--- src/rtl/inst_fetch_unit.sv ---
// Fetch stage and PC sequencer: one instruction in flight, fetched over a req/ack
// handshake, held for the decoder, and retired into a new PC chosen by jump/branch.
module inst_fetch_unit #(
   parameter logic [31:0] RESET_PC = 32'h0000_3000
) (
   input  logic        clk,
   input  logic        rst,
   output logic        imem_req,
   output logic [31:0] imem_addr,
   input  logic        imem_ack,
   input  logic [31:0] imem_rdata,
   output logic [31:0] inst,
   output logic        inst_valid,
   output logic [31:0] pc,
   output logic [31:0] pc_plus4,
   input  logic [1:0]  Jump,
   input  logic        Branch,
   input  logic        zero,
   input  logic [31:0] reg_target,
   input  logic        retire,
   output logic        align_err,
   output logic [31:0] retired_cnt
);

   typedef enum logic [1:0] {
      S_IDLE = 2'd0,
      S_REQ  = 2'd1,
      S_EXEC = 2'd2
   } state_t;

   state_t      state_r;
   state_t      state_s;
   logic [31:0] pc_r;
   logic [31:0] inst_r;
   logic [31:0] cnt_r;
   logic        align_err_r;
   logic [31:0] next_pc_s;
   logic [31:0] br_off_s;
   logic        align_set_s;
   logic        do_ack_s;
   logic        do_retire_s;

   // Handshake sequencing; ack and retire only count in their own state.
   always_comb begin
      state_s     = state_r;
      do_ack_s    = 1'b0;
      do_retire_s = 1'b0;
      case (state_r)
         S_IDLE: state_s = S_REQ;
         S_REQ: begin
            if (imem_ack) begin
               state_s  = S_EXEC;
               do_ack_s = 1'b1;
            end else begin
               state_s = S_REQ;
            end
         end
         S_EXEC: begin
            if (retire) begin
               state_s     = S_REQ;
               do_retire_s = 1'b1;
            end else begin
               state_s = S_EXEC;
            end
         end
         default: state_s = S_IDLE;
      endcase
   end

   // Next-PC selection: jump beats branch, Jump==3 falls through to sequential.
   always_comb begin
      br_off_s    = {{14{inst_r[15]}}, inst_r[15:0], 2'b00};
      align_set_s = 1'b0;
      if (Jump == 2'd1) begin
         next_pc_s = {pc_plus4[31:28], inst_r[25:0], 2'b00};
      end else if (Jump == 2'd2) begin
         next_pc_s   = {reg_target[31:2], 2'b00};
         align_set_s = |reg_target[1:0];
      end else if (Branch && zero) begin
         next_pc_s = pc_plus4 + br_off_s;
      end else begin
         next_pc_s = pc_plus4;
      end
   end

   // State, PC, instruction latch, retire counter and alignment pulse.
   always_ff @(posedge clk) begin
      if (rst) begin
         state_r     <= S_IDLE;
         pc_r        <= RESET_PC;
         inst_r      <= 32'h0000_0000;
         cnt_r       <= 32'h0000_0000;
         align_err_r <= 1'b0;
      end else begin
         state_r     <= state_s;
         align_err_r <= do_retire_s & align_set_s;
         if (do_ack_s) begin
            inst_r <= imem_rdata;
         end
         if (do_retire_s) begin
            pc_r  <= next_pc_s;
            cnt_r <= cnt_r + 32'd1;
         end
      end
   end

   assign imem_req    = (state_r == S_REQ);
   assign inst_valid  = (state_r == S_EXEC);
   assign imem_addr   = pc_r;
   assign pc          = pc_r;
   assign pc_plus4    = pc_r + 32'd4;
   assign inst        = inst_r;
   assign align_err   = align_err_r;
   assign retired_cnt = cnt_r;

endmodule

--- config.mk ---
export PLATFORM = sky130hd
export DESIGN_NAME = inst_fetch_unit
export DESIGN_NICKNAME = d
export VERILOG_FILES = /design/src/rtl/inst_fetch_unit.sv
export SDC_FILE = /design/constraint.sdc
export NUM_CORES = 1
export LEC_CHECK = 0
export ABC_AREA = 1
export CAP_MARGIN = 20
export CELL_PAD_IN_SITES_DETAIL_PLACEMENT = 0
export CELL_PAD_IN_SITES_GLOBAL_PLACEMENT = 2
export CORE_MARGIN = 3
export CORE_UTILIZATION = 29
export CTS_CLUSTER_SIZE = 8
export DETAILED_ROUTE_END_ITERATION = 10
export DONT_BUFFER_PORTS = 1
export HOLD_SLACK_MARGIN = 0.03
export PLACE_DENSITY_LB_ADDON = 0.1
export SYNTH_ARGS = -nofsm -noshare
export SYNTH_HDL_FRONTEND = slang
export SYNTH_SLANG_ARGS = --single-unit
--- constraint.sdc ---
create_clock -name clk -period 2.55 [get_ports clk]
set_input_delay 0.51 -clock clk [delete_from_list [all_inputs] [get_ports clk]]
set_output_delay 0.51 -clock clk [all_outputs]
set_load 0.1 [all_outputs]
# Yosys cells after proc, flatten, opt, wreduce, memory -nomap -nowiden
# Cells that the tools add are included.
dict set report word_totals {
  regBits 99
  input_bits 72
  output_inout_bits 163
  word_cells 28
}
dict set report classes {
  n_addsub 3
  n_eq_ne 4
  mux 12
  n_bitwise 1
  n_reduce_logical 3
}
# cell n
set op_table {}
lappend op_table {{$mux W32} 3}
lappend op_table {{$add A32 B1 Y32 const B} 1}
lappend op_table {{$add A32 B3 Y32 const B} 1}
lappend op_table {{$add A32 B32 Y32} 1}
lappend op_table {{$mux W1} 6}
lappend op_table {{$pmux W2 S3} 1}
lappend op_table {{$eq A2 B1 Y1 const B} 2}
lappend op_table {{$eq A2 B2 Y1 const B} 2}
lappend op_table {{$mux W2} 2}
lappend op_table {{$logic_not A2 Y1} 1}
lappend op_table {{$reduce_or A2 Y1} 1}
lappend op_table {{$and A1 B1 Y1} 1}
lappend op_table {{$logic_and A1 B1 Y1} 1}

# Logic depth before layout (Yosys ltp)
dict set report logic_depth {
  ltp_word 5
  ltp_mapped 25
}

# Least setup slack after synthesis
# OpenSTA, ideal clock, no wires.
dict set report synth_timing {
  path_type {reg-to-reg}
  from {reg pc_r[2] (netlist: imem_addr[2])}
  to {reg pc_r[29] (netlist: imem_addr[29])}
  setup_time_ns 0.070
  arrival_time_ns 5.093
  required_time_ns 2.480
  path_slack_ns -2.613
  stages_incl_launch_ff 22
  cell_sequence {dfxtp_1 > ha_1 > inv_1 > nor2_2 > nand2_1 > nor2_2 > nand3_1 > xnor2_1 > ha_1 > nand2_1 > nand2_1 > a21oi_1 > nand2_1 > a21oi_1 > nand2_1 > nand2_1 > nand3_1 > nand2_1 > nand2_1 > nand2_1 > nand2_1 > a21oi_1}
}
dict set report synth_between {
  elab_chain_len 5
}
# item line
set synth_lines {}
lappend synth_lines {{start: declaration} 33} ;# logic [31:0] pc_r;
lappend synth_lines {{start signal: assignment} 101} ;# pc_r <= next_pc_s;
lappend synth_lines {{$add A32 B3 Y32} 111} ;# assign pc_plus4 = pc_r + 32'd4;
lappend synth_lines {{via pc_plus4[18]} 15} ;# output logic [31:0] pc_plus4,
lappend synth_lines {{$add A32 B32 Y32} 80} ;# next_pc_s = pc_plus4 + br_off_s;
lappend synth_lines {{$mux W32} 79} ;# end else if (Branch && zero) begin
lappend synth_lines {{$mux W32} 76} ;# end else if (Jump == 2'd2) begin
lappend synth_lines {{$mux W32} 74} ;# if (Jump == 2'd1) begin
# The timed path passes the listed nets, and every way through them passes these cells.
# A chain may end at the register's enable or synchronous reset.

# Worst setup path after layout
dict set report layout_timing {
  from {reg pc_r[3] (netlist: imem_addr[3])}
  to {reg pc_r[13] (netlist: imem_addr[13])}
}
dict set report layout_between {
  elab_chain_len 5
}
# item line
set layout_lines {}
lappend layout_lines {{$add A32 B3 Y32 *} 111}
lappend layout_lines {{$add A32 B32 Y32} 80}
lappend layout_lines {{$mux W32 *} 79}
lappend layout_lines {{$mux W32 *} 76}
lappend layout_lines {{$mux W32 *} 74}
# Mark *: on every way between the ends. The rest lies on a longest branch, timed or not.

==> metrics.yaml <==
yosys:
  yosysMostFrequentCell: "nand2_1"
  syn_inst: 1427
  synth_seq_cells: 97
  synthTopCellsByArea: "dfxtp_1 24%, nand2_1 20%, inv_1 9.1%, nor2_1 8.0%, a21oi_1 6.2%"
  yosys_warnings: 0
  async_flop_share_pct: 0
  syn_avg_cell_area_sq_um: 5.76
  yosysTopAreaCell: "dfxtp_1"
  synthTopCellsByCount: "433 x nand2_1, 200 x inv_1, 176 x nor2_1, 102 x a21oi_1, 97 x dfxtp_1"
  netlist.area_leader.share_pct: 23.6
  synthDistinctLibCells: 46
  synth-seq-area-share_pct: 23.6
  syn-cell-area_sq_um: 8210
  synth_flop_cell: "dfxtp_1"
  synth_edf_count: 0
layout:
  drive_gt1_share_pct: 43.8
  fin_nets: 1794
  area_growth_pct: 63.6
  nFillCells: 2857
  antenna_cells: 0
  layoutNonFillerInstCount: 2060
placement:
  port_buffers: 0
  dp_slack_ns: -0.755
  place.detailed.hpwl_um: 28800
  placed_cells: 2006
  gp_congestion: 0.871
drt:
  wl_per_cell_um: 17.8
  drc: 0
  drt-initial-drc-count: 493
  detail-route-antenna-nets: 0
  wl_um: 36800
  num_vias: 9850
  viasPerCell: 4.78
  first_pass_iters: 5
die:
  start_util_pct: 30.0
  rows: 60
  die_w_um: 174
  die_area_sq_um: 30400
  core_area_sq_um: 27400
  ios: 235
  die_y_um: 174
min_path:
  min_from: "rst"
  whs_endpoint: "retired_cnt[1]$_SDFFE_PP0P_"
  whs_path_depth: 1
  hp-class: "in2reg"
timing:
  relSlewSlack_pct: 44.3
  rsz0062_at_grt: "yes"
  fin_crit_sh_pct: 117
  hold_viol_final: 0
  fmax_mhz: 336
  finalSetupViolCount: 31
  skew_ns: 0.0150
  min_period_ns: 2.97
  finalMaxSlewViolations: 0
  final.setup.worst_slack_ns: -0.423
  worstMarginPinSlew_ns: 0.836
critical_path:
  path_class: "reg2reg"
  crit_arrival_ns: 3.26
  reg2reg_to: "imem_addr[13]$_SDFFE_PP1P_"
  required_ns: 2.83
  startpoint_type: "flip-flop"
  r2r_setup_slack_ns: -0.42
  reg2reg_depth: 20
  worstReg2RegStart: "imem_addr[3]$_SDFFE_PP0P_"
  worst-path-max-fanout: 5
  crit_path_end_kind: "flip-flop"
clock_network:
  cts_tree: "built"
  clkLatencyLatePin_ns: 0.37
  cts_buffers: 9
  cts_max_path_buffers: 2
  clkSlewWorstSetupHoldPaths_ns: 0.08
  root_buffer: "clkbuf_16"
  cts.sinks: 97
  hold_buffers: 0
  cts_htree_levels: 3
pwr:
  powerDensity_nw_per_um2: 333
  peakVddDrop_uv: 273
  leakage_nw: 6.11
global_routing:
  grtUsageTotal_pct: 23.2
  grt_pass1_wl_um: 54900
  grt_overflow: 0
  grt_max_degree: 57
  antenna_found_initial: 0
  grt_pass1_vias: 9528
outcome:
  status: "finished, violations left"
  violations: "setup timing"
flow_run:
  maxCapViolCount: 0
[area by class of cell]
class / count / area, sq um / area share, %
Clock inverter: 7 / 77.6 / 0.577
Clock buffer: 9 / 225 / 1.68
Inverter: 204 / 803 / 5.98
Multi-Input combinational cell: 1055 / 7010 / 52.2
Sequential cell: 97 / 2040 / 15.2
Tap cell: 372 / 465 / 3.46
Timing Repair Buffer: 316 / 2820 / 21.0
[sequential cells by signal, indices dropped and copies added, names as in the netlist]
register and flops:
align_err 1, imem_addr 30, inst 32, retired_cnt 32, state_r 2
[stage by stage]
step | utilization, % | area [sq um] | total power (W) | setup TNS, ns | hold WS, ns
after floorplan | - | 8830 | 0.00253 | -21.04 | 0.548
after global placement | 40.2 | 11000 | 0.00288 | -12.15 | 0.464
after detailed placement | 40.2 | 11000 | 0.00288 | -12.73 | 0.476
after CTS | 45.2 | 12400 | 0.00444 | -7.26 | 0.183
after global routing | 49.0 | 13400 | 0.00467 | -13.96 | 0.187
final | 49.0 | 13400 | 0.00448 | -7.86 | 0.204
[worst max-delay path by stage]
stage                                    start                         end  slack (ns)  depth (start not counted)
finish               imem_addr[3]$_SDFFE_PP0P_  imem_addr[13]$_SDFFE_PP1P_       -0.42                         20
global route         imem_addr[2]$_SDFFE_PP0P_  imem_addr[31]$_SDFFE_PP0P_       -0.62                         26
CTS                  imem_addr[3]$_SDFFE_PP0P_  imem_addr[31]$_SDFFE_PP0P_       -0.38                         26
detailed placement  imem_addr[14]$_SDFFE_PP0P_  imem_addr[25]$_SDFFE_PP0P_       -0.75                         20
floorplan            imem_addr[2]$_SDFFE_PP0P_  imem_addr[29]$_SDFFE_PP0P_       -0.88                         21
global placement    imem_addr[14]$_SDFFE_PP0P_  imem_addr[25]$_SDFFE_PP0P_       -0.77                         20
[placed cells by master, fill, tap and decap left out, drive strengths merged, types with 2 or more instances in the layout]
cell type / Yosys / routed
and2: 3 / 3
a21o: 3 / 3
clkbuf: 37 / 9
nor3: 34 / 34
o211ai: 4 / 4
clkinv: 3 / 4
a31oi: 9 / 9
nand3b: 4 / 4
clkinvlp: 0 / 8
xnor2: 8 / 8
or2: 8 / 8
a21oi: 102 / 102
nand2: 437 / 437
o21bai: 4 / 4
nand3: 88 / 88
conb: 1 / 6
buf: 39 / 316
nand4: 16 / 16
inv: 201 / 199
dfxtp: 97 / 97
nor4: 2 / 2
ha: 38 / 38
nor2: 186 / 186
o21ai: 75 / 75
xor2: 19 / 19
[worst max-delay path, stage by stage, from the launching register on]
cell and delay [ns]:
dfxtp_4 0.40, ha_4 0.15, inv_4 0.04, nor2_4 0.08
nand2_2 0.07, nor2_4 0.22, xnor2_4 0.17, clkinvlp_4 0.16
ha_4 0.33, nand2_4 0.07, buf_6 0.13, nor2_4 0.12
nand3_2 0.11, nand3_4 0.15, nor2_2 0.05, nor2_1 0.08
nand2_1 0.06, a31oi_1 0.16, buf_4 0.17, nor2_2 0.04
o21ai_1 0.13
[per-layer routing]
metal / wire length, um / global-route usage [%]
met3: 1910 / 4.33
met2: 17600 / 38.2
met5: 0 / 0
met1: 16700 / 31.2
met4: 560 / 6.07
[power breakdown]
| part | leakage, nW | switching [W] | internal, W |
|---|---|---|---|
| logic | 5.16 | 0.00101 | 0.000408 |
| registers | 0.808 | 0.0000668 | 0.00154 |
| clock network | 0.147 | 0.000743 | 0.000707 |
[repair_timing]
item	in CTS	in global routing
setup buffers	22	22
endpoints found under the setup margin	43	49
hold endpoints to repair	0	0
pin swaps	57	122
gates resized for setup	212	244
[logic make-up after synthesis]
logic type / synth area share [%]
AO/OA/AOI/OAI: 13.1
XOR/XNOR: 2.88
adder cells (fa/ha/maj): 6.03
buffers and inverters: 14.5
flip-flops: 23.6
other: 0.0457
AND/OR/NAND/NOR: 39.8
(Power assumes the default switching activity.)
